<file path="config.mk">
export PLATFORM = sky130hd
export DESIGN_NAME = serial_add_ctrl
export DESIGN_NICKNAME = d
export VERILOG_FILES = /design/src/rtl/serial_add_ctrl_pkg.sv /design/src/rtl/serial_add_ctrl_fa_bit.sv /design/src/rtl/serial_add_ctrl.sv
export SDC_FILE = /design/constraint.sdc
export NUM_CORES = 1
export LEC_CHECK = 0
export CORE_AREA = 2 2 70 72
export CTS_BUF_LIST = sky130_fd_sc_hd__clkbuf_8
export DETAILED_ROUTE_END_ITERATION = 8
export DIE_AREA = 0 0 72 74
export MAX_ROUTING_LAYER = met4
export SYNTH_ARGS = -nofsm -noshare
export SYNTH_HDL_FRONTEND = slang
export SYNTH_SLANG_ARGS = --single-unit
</file>
<file path="constraint.sdc">
create_clock -name clk -period 2.3 [get_ports clk]
set_input_delay 0.69 -clock clk [delete_from_list [all_inputs] [get_ports clk]]
set_output_delay 0.69 -clock clk [all_outputs]
set_load 0.01 [all_outputs]
</file>
<file path="src/rtl/serial_add_ctrl_pkg.sv">
// Shared definitions for the bit-serial adder sequencer: FSM encodings and default width.
package serial_add_ctrl_pkg;

  localparam int DEFAULT_WIDTH = 8;

  typedef enum logic [1:0] {
    ST_IDLE = 2'd0,
    ST_RUN  = 2'd1,
    ST_DONE = 2'd2
  } state_t;

endpackage

</file>
<file path="src/rtl/serial_add_ctrl_fa_bit.sv">
// One-bit full adder slice assembled from two half adders and an OR gate.
module add1 (
  input  logic a,
  input  logic b,
  output logic s,
  output logic c
);

  assign s = a ^ b;
  assign c = a & b;

endmodule

module fa_bit (
  input  logic a,
  input  logic b,
  input  logic cin,
  output logic s,
  output logic cout
);

  logic s1;
  logic carry1;
  logic carry2;

  add1 u_ha0 (
    .a (a),
    .b (b),
    .s (s1),
    .c (carry1)
  );

  add1 u_ha1 (
    .a (s1),
    .b (cin),
    .s (s),
    .c (carry2)
  );

  assign cout = carry1 | carry2;

endmodule

</file>
<file path="src/rtl/serial_add_ctrl.sv">
// Bit-serial adder sequencer: start/done handshake around a single full-adder slice,
// consuming one operand bit per cycle, LSB first.
module serial_add_ctrl
  import serial_add_ctrl_pkg::*;
#(
  parameter int WIDTH = DEFAULT_WIDTH
) (
  input  logic             clk,
  input  logic             rst,
  input  logic             start,
  input  logic [WIDTH-1:0] a,
  input  logic [WIDTH-1:0] b,
  output logic             busy,
  output logic             done,
  output logic [WIDTH-1:0] sum,
  output logic             cout
);

  localparam int CW = $clog2(WIDTH);
  localparam logic [CW-1:0] LAST_CNT = CW'(WIDTH - 1);

  state_t state;
  state_t state_next;

  logic [WIDTH-1:0] a_sr;
  logic [WIDTH-1:0] b_sr;
  logic [WIDTH-1:0] sum_sr;
  logic             carry;
  logic [CW-1:0]    cnt;
  logic             bit_s;
  logic             bit_c;

  fa_bit u_fa (
    .a    (a_sr[0]),
    .b    (b_sr[0]),
    .cin  (carry),
    .s    (bit_s),
    .cout (bit_c)
  );

  always_ff @(posedge clk) begin
    if (rst) begin
      state <= ST_IDLE;
    end else begin
      state <= state_next;
    end
  end

  always_comb begin
    state_next = state;
    case (state)
      ST_IDLE: if (start) state_next = ST_RUN;
      ST_RUN:  if (cnt == LAST_CNT) state_next = ST_DONE;
      ST_DONE: state_next = ST_IDLE;
      default: state_next = ST_IDLE;
    endcase
  end

  always_comb begin
    busy = (state == ST_RUN);
  end

  // Sum bits enter at the MSB so that after WIDTH shifts the LSB has reached bit 0.
  always_ff @(posedge clk) begin
    if (rst) begin
      a_sr   <= '0;
      b_sr   <= '0;
      sum_sr <= '0;
      carry  <= 1'b0;
      cnt    <= '0;
    end else if (state == ST_IDLE && start) begin
      a_sr   <= a;
      b_sr   <= b;
      sum_sr <= '0;
      carry  <= 1'b0;
      cnt    <= '0;
    end else if (state == ST_RUN) begin
      a_sr   <= a_sr >> 1;
      b_sr   <= b_sr >> 1;
      sum_sr <= {bit_s, sum_sr[WIDTH-1:1]};
      carry  <= bit_c;
      if (cnt != LAST_CNT) begin
        cnt <= cnt + CW'(1);
      end
    end
  end

  // Results are published on the edge that leaves DONE, together with the done pulse.
  always_ff @(posedge clk) begin
    if (rst) begin
      sum  <= '0;
      cout <= 1'b0;
      done <= 1'b0;
    end else begin
      done <= (state == ST_DONE);
      if (state == ST_DONE) begin
        sum  <= sum_sr;
        cout <= carry;
      end
    end
  end

endmodule

</file>
# After elaboration in Yosys (flattened, before gate mapping)

Index checks and enable logic that the tools add are counted.

Multiplexer cells: 7
Bitwise operators: 5
$add $sub $neg: 1
Equal/unequal tests: 6
Reduce and logical (&&, ||, !) cells: 6

Operators by type and width:

| operator            | number |
|---|---|
| $mux 8              | 4 |
| $mux 2              | 2 |
| $pmux 2 s2          | 1 |
| $reduce_and 2->1    | 2 |
| $add 3x1->3 const B | 1 |
| $eq 3x3->1 const B  | 1 |
| $ne 3x3->1 const B  | 1 |
| $and 1x1->1         | 2 |
| $eq 2x1->1 const B  | 1 |
| $eq 2x2->1 const B  | 1 |
| $logic_not 2->1     | 1 |
| $ne 2x1->1 const B  | 1 |
| $ne 2x2->1 const B  | 1 |
| $reduce_bool 2->1   | 1 |
| $reduce_or 2->1     | 1 |
| $xor 1x1->1         | 2 |
| $logic_and 1x1->1   | 1 |
| $or 1x1->1          | 1 |

Bits of input ports: 19
Bits in registers: 40
Output and inout port bits: 11

# Depth between registers and ports, before layout

Gate-level depths: netlist of the first run.

Word-level depth: 3
Mapped depth: 6
Depth with buffers taken out: 5

# Hierarchy

Synthesis of the first run repeated with hierarchy kept, for this count alone.

Cells, all modules: 199
Area, all modules: 1786.7 µm²

Modules (own cells, without submodules):

| module          | instances | area an instance (µm²) | cells an instance |
|---|---|---|---|
| serial_add_ctrl | 1         | 1755.4                 | 196 |
| add1            | 2         | 12.5                   | 1 |
| fa_bit          | 1         | 6.3                    | 1 |

# Worst setup path after synthesis of the first run

OpenSTA, ideal clock, no wires.

Path kind: register -> output
From: reg state[1]
To: out busy
Setup slack: 0.699 ns
Path buffers: 2
Data arrival time: 0.911 ns
Stages on the path, launching flop included: 5
Required time: 1.610 ns
Path through: dfxtp_1 > nand2b_1 > buf_4 > inv_2 > buf_2

Longest elaborated chain between the ends: 1

RTL lines:

| element                | line                  | text |
|---|---|---|
| from (decl)            | serial_add_ctrl.sv:22 | `state_t state;` |
| from (signal assigned) | serial_add_ctrl.sv:45 | `state <= state_next;` |
| $eq 2x1->1             | serial_add_ctrl.sv:60 | `busy = (state == ST_RUN);` |
| to (decl)              | serial_add_ctrl.sv:13 | `output logic busy,` |

Every way passes these cells.

# Final worst setup path of the first run

From: reg state[0]
To: out busy

Same word-level chain as after synthesis.

==> results of run 1 <==
==> path summary, 6_finish.rpt <==
kind | depth (start not counted) | start | end | slack, ns
worst max-delay path | 3 | state[0] | busy | 0.1
worst max register to register | 4 | state[1] | b_sr[4] | 0.90
worst min register to register | 2 | sum[7] | sum[7] | 0.46
worst min-delay path | 2 | sum[7] | sum[7] | 0.46
==> power by group through the flow <==
stage,Sequential (W),Combinational [W],Clock (W)
floorplan,0.000751,0.000138,0
global placement,0.000756,0.000187,0
detailed placement,0.000757,0.000187,0
CTS,0.000740,0.000188,0.000499
global route,0.000744,0.000206,0.000535
finish,0.000740,0.000185,0.000488
==> layout make-up <==
| class | instances | area share (%) |
|---|---|---|
| multi-input combinational | 138 | 38.6 |
| sequential | 40 | 37.3 |
| timing repair buffer | 34 | 15.9 |
| clock buffer | 6 | 3.85 |
| tap | 54 | 3.15 |
| clock inverter | 2 | 0.700 |
| inverter | 3 | 0.525 |
==> sequential cells by signal, indices dropped and copies added (netlist names) <==
| register | cells |
|---|---|
| a_sr | 8 |
| b_sr | 8 |
| sum | 8 |
| sum_sr | 8 |
| cnt | 3 |
| state | 2 |
| carry | 1 |
| cout | 1 |
| done | 1 |
==> per-layer routing <==
metal | up-vias | wire [um] | global-route usage, %
met1 | 611 | 1500 | 15.6
met5 | - | 0 | -
met2 | 27 | 1450 | 23.9
li1 | 705 | - | -
met4 | 0 | 48 | 5.66
met3 | 6 | 125 | 3.79
==> worst register-to-register path, cell delays in order (launching register included) <==
cell and delay [ns]:
dfxtp_1 0.48, nand2b_1 0.18, buf_4 0.30, a21oi_1 0.12, a211oi_1 0.23
==> kinds of logic after synthesis <==
group | share of synthesized area (%)
AOI/OAI and AO/OA | 20.3
xor gates and xnor gates | 0.500
adders and majority gates | 2.57
buffers and inverters | 7.07
DFF | 45.7
and+or+nand+nor | 23.9
==> cell usage after synthesis (3+ instances only) <==
master / number
dfxtp_1: 40
a21oi_1: 32
buf_6: 4
nand2_1: 52
a211oi_2: 8
a211oi_1: 6
nand2b_1: 3
buf_2: 5
nor2_4: 8
nor2_1: 10
==> metrics by stage <==
stage                     util [%]  instances  area (um^2)  power [W]
final                         46.6        277         2140    0.00141
after global routing          46.6        277         2140    0.00148
after CTS                     46.6        277         2140    0.00143
after detailed placement      44.5        269         2050   0.000944
after global placement        44.5        269         2050   0.000943
after floorplan                  -        195         1750   0.000889
==> metrics.yaml, run 1 <==
status: "finished clean"
synthDistinctLibCells: 28
synth_top_area_cell: "dfxtp_1"
multi_input_area_um2: 827
syn_avg_cell_area_um2: 8.98
grt_pass1_wl_um: 5580
drt_iter0_drc: 32
p_sw_w: 0.000361
rsz0062_at_grt: "no"
initial_core_util_pct: 38.1
cts-root-buf: "clkbuf_8"
final_common_cell: "nand2_1"
final_antenna_net_count: 0
synth_area_um2: 1750
comb_power_share_pct: 13.1
pre_cts_ws_ns: 0.196
clock.fmax_mhz: 454
cp_data_arrival_time_ns: 1.51
ys_ff_latch: 40
drc: 0
final_cell_mix: "nand2_1 (52), dfxtp_1 (40), a21oi_1 (32), clkdlybuf4s50_1 (29), nor2_1 (10)"
via_count: 1349
slew_violations: 0
max_stage_delay_ns: 0.53
die_y_um: 74
ff_latch_area_um2: 801
cts_sinks: 40
fill_cells: 475
die_w_um: 72
area_delta_synth_final_pct: 22.4
grt-ovfl-total: 0
wl_per_cell_um: 11.3
layout_setup_ws_ns: 0.0977
insertion_delay_ns: 0.29
routed_via_density: 4.87
clk_pin_slew_ns: 0.08
path_buf_inv: 2
clock_path_buffers: 2
drive_gt1_share_pct: 17.0
grt_pass1_vias: 1269
grt_max_degree: 29
grt.total_usage_pct: 14.0
cp_max_fo: 9
synth_area_leaders: "dfxtp_1 (46%), nand2_1 (11%), a21oi_1 (9.1%)"
cap_viol_max_count: 0
io_pins: 30
yosysTopAreaCellShare_pct: 45.7
hp-class: "reg2reg"
yosysSeqAreaShare_pct: 45.7
cts_resized: 0
crit_required_ns: 1.61
dp.final_hpwl_um: 2060
fp-row-count: 25
layout.nets: 244
finClkSkew_ns: 0.00603
cts_made_buffers: 5
synth_edf_count: 0
crit_path_start_kind: "register"
wl_um: 3130
holdWs_ns: 0.455
clkPwrFrac_pct: 34.5
setup_viol: 0
holdBufCountCts: 0
yosys_warnings: 0
p_seq_share_pct: 52.4
synthCells: 195
hold_violations: 0
io_buffers: 29
gp_routability_congestion: 0.685
worstPathCellList: "nand2b_1, inv_2, clkdlybuf4s50_1"
cts_tree: "built"
dr.pass1.iters: 4
slew_headroom_pct: 61.5
diodes: 0
synth-main-ff-cell: "dfxtp_1"
postCtsSetupRepairBufs: 0
crit_type: "reg2out"
sw_frac_of_total_pct: 25.6
power_leakage_nw: 0.717
p_per_area_nw_per_um2: 659
antenna_found_initial: 0
period_share_pct: 95.8
vdd_ir_drop_max_mv: 0.456
cts_max_level: 2
synth_nets: 217
end_kind: "primary output"
slowest_stage: "clkdlybuf4s50_1"
totalNegativeSetupSlack_ns: 0
final.min_clock_period_ns: 2.20
worstMarginPinSlew_ns: 0.577
core_um2: 4600
synth-async-reset-ratio_pct: 0
internal_power_w: 0.00105
cp_top_family: "buffers and inverters"
die_area_um2: 5330
Note: power is estimated with default switching activity, not from simulation.
==> run 2: changes to the inputs <==
CORE_AREA = 2 2 74 76   (was 2 2 70 72)
DIE_AREA = 0 0 76 78   (was 0 0 72 74)
==> metrics.yaml, run 2 (synthesis gave the netlist of run 1 again) <==
cts_made_buffers: 5  # unchanged
fill_cells: 521  # +9.7%
clock_path_buffers: 2  # unchanged
end_kind: "primary output"
grt.total_usage_pct: 12.1  # -1.9 points
final.min_clock_period_ns: 2.17  # -0.0337 ns
die_y_um: 78  # +5.4%
cts_max_level: 2  # unchanged
multi_input_area_um2: 827  # unchanged
via_count: 1348  # -0.074%
cts_resized: 0  # unchanged
die_area_um2: 5930  # +11%
crit_required_ns: 1.61  # about the same
dp.final_hpwl_um: 2140  # +4.1%
layout.nets: 244  # unchanged
slew_headroom_pct: 59.9  # -1.6 points
io_pins: 30  # unchanged
clk_pin_slew_ns: 0.08  # about the same
worstMarginPinSlew_ns: 0.601  # +0.0240 ns
cap_viol_max_count: 0  # unchanged
final_cell_mix: "nand2_1 (52), dfxtp_1 (40), a21oi_1 (32), clkdlybuf4s50_1 (29), nor2_1 (10)"
io_buffers: 29  # unchanged
diodes: 0  # unchanged
gp_routability_congestion: 0.724  # +5.7%
crit_path_start_kind: "register"
routed_via_density: 4.62  # -5.2%
holdBufCountCts: 0  # unchanged
grt_pass1_vias: 1252  # -1.3%
slew_violations: 0  # unchanged
cp-startpoint: "state[0]"
cp_data_arrival_time_ns: 1.48  # -0.03 ns
cts_sinks: 40  # unchanged
fin_util_pct: 42.5  # -4.1 points
postCtsSetupRepairBufs: 0  # unchanged
cp_max_fo: 9  # unchanged
die_w_um: 76  # +5.6%
setup_viol: 0  # unchanged
finClkSkew_ns: 0.00629  # +0.000254 ns
drive_gt1_share_pct: 16.2  # -0.82 points
clock.fmax_mhz: 461  # +1.6%
max_stage_delay_ns: 0.53  # about the same
cp_top_family: "buffers and inverters"
antenna_found_initial: 0  # unchanged
insertion_delay_ns: 0.28  # about the same
grt_max_degree: 29  # unchanged
cts-root-buf: "clkbuf_8"
cts_tree: "built"
grt_pass1_wl_um: 5600  # +0.36%
final_common_cell: "nand2_1"
ff2ff_path_depth: 4  # unchanged
hold_violations: 0  # unchanged
p_per_area_nw_per_um2: 631  # -4.2%
r2r-start: "state[1]"
crit_type: "reg2out"
grt-ovfl-total: 0  # unchanged
ff2ff_setup_slack_ns: 0.92  # +0.02 ns
power_leakage_nw: 0.719  # +0.24%
place_area_um2: 2070  # +0.98%
final_antenna_net_count: 0  # unchanged
rsz0062_at_grt: "no"
core_um2: 5040  # +9.7%
ff_latch_area_um2: 801  # unchanged
wl_um: 3180  # +1.6%
wl_per_cell_um: 10.9  # -3.6%
period_share_pct: 94.3  # -1.5 points
hp-class: "reg2reg"
fin_area_um2: 2140  # unchanged
drt_iter0_drc: 43  # +34%
slowest_stage: "clkdlybuf4s50_1"
totalNegativeSetupSlack_ns: 0  # unchanged
vdd_ir_drop_max_mv: 0.292  # -36%
r2r-end: "b_sr[4]"
drc: 0  # unchanged
worst-path-stages: 3  # unchanged
path_buf_inv: 2  # unchanged
status: "finished clean"
area_delta_synth_final_pct: 22.4  # unchanged
dr.pass1.iters: 4  # unchanged
fp-row-count: 26  # +4.0%
initial_core_util_pct: 34.7  # -3.4 points
crit_end: "busy"
worstPathCellList: "nand2b_1, inv_2, clkdlybuf4s50_1"
==> run 2: changes by cell type in the layout (fill, tap and decap cells not counted) <==
cell / change
inv_1: +1
clkbuf_8: -1
clkinvlp_4: -2
clkinv_2: +1
==> run 2: how the worst min path moves through the flow <==
stage | startpoint | endpoint | cells after the start
after detailed placement | sum[2] | sum[2] | 2
after global routing | a_sr[6] | a_sr[5] | 2
final | sum[2] | sum[2] | 2
after global placement | b_sr[4] | b_sr[3] | 2
after CTS | sum[2] | sum[2] | 2
after floorplan | sum_sr[0] | sum[0] | 2
==> run 2: metrics by stage <==
stage                     worst slack [ns]  hold slack (ns)  std cells  total power [W]
after floorplan                      0.699            0.432        195         0.000889
after global placement               0.214            0.444        285         0.000942
after detailed placement             0.193            0.445        285         0.000945
after CTS                            0.112            0.456        292          0.00137
after global routing                0.0171            0.481        292          0.00142
final                                0.131            0.454        292          0.00135
==> run 2: final cells by class <==
type	instances	area share [%]
clock buffer	5	3.21
clock inverter	2	0.408
inverter	3	0.525
multi-input combinational	138	38.6
sequential	40	37.3
tap	70	4.08
timing repair buffer	34	15.9
==> run 2: tightest hold or removal path, stage by stage (launching register included) <==
cell     delay (ns)
dfxtp_1        0.31
nand2_1        0.05
a21oi_1        0.05
==> run 2: metal layers <==
metal  vias to the layer above  GRT usage [%]  wire length, um
met5                         -              -                0
met4                         0           4.91               52
met3                         7           2.91              122
met2                        24           20.5             1520
met1                       614           13.8             1480
li1                        703              -                -
==> run 2: power by group <==
group,switching (W),total (W),internal [W],leakage [nW]
sequential,0.0000184,0.000740,0.000721,0.326
combinational,0.0000978,0.000185,0.0000875,0.347
clock,0.000227,0.000429,0.000202,0.0452
total,0.000343,0.00135,0.00101,0.719
==> run 3: changes to the inputs <==
CAP_MARGIN = 10   (was not set)
==> results of run 3 <==
No change in the layout: final DEF, timing and power equal those of run 2.
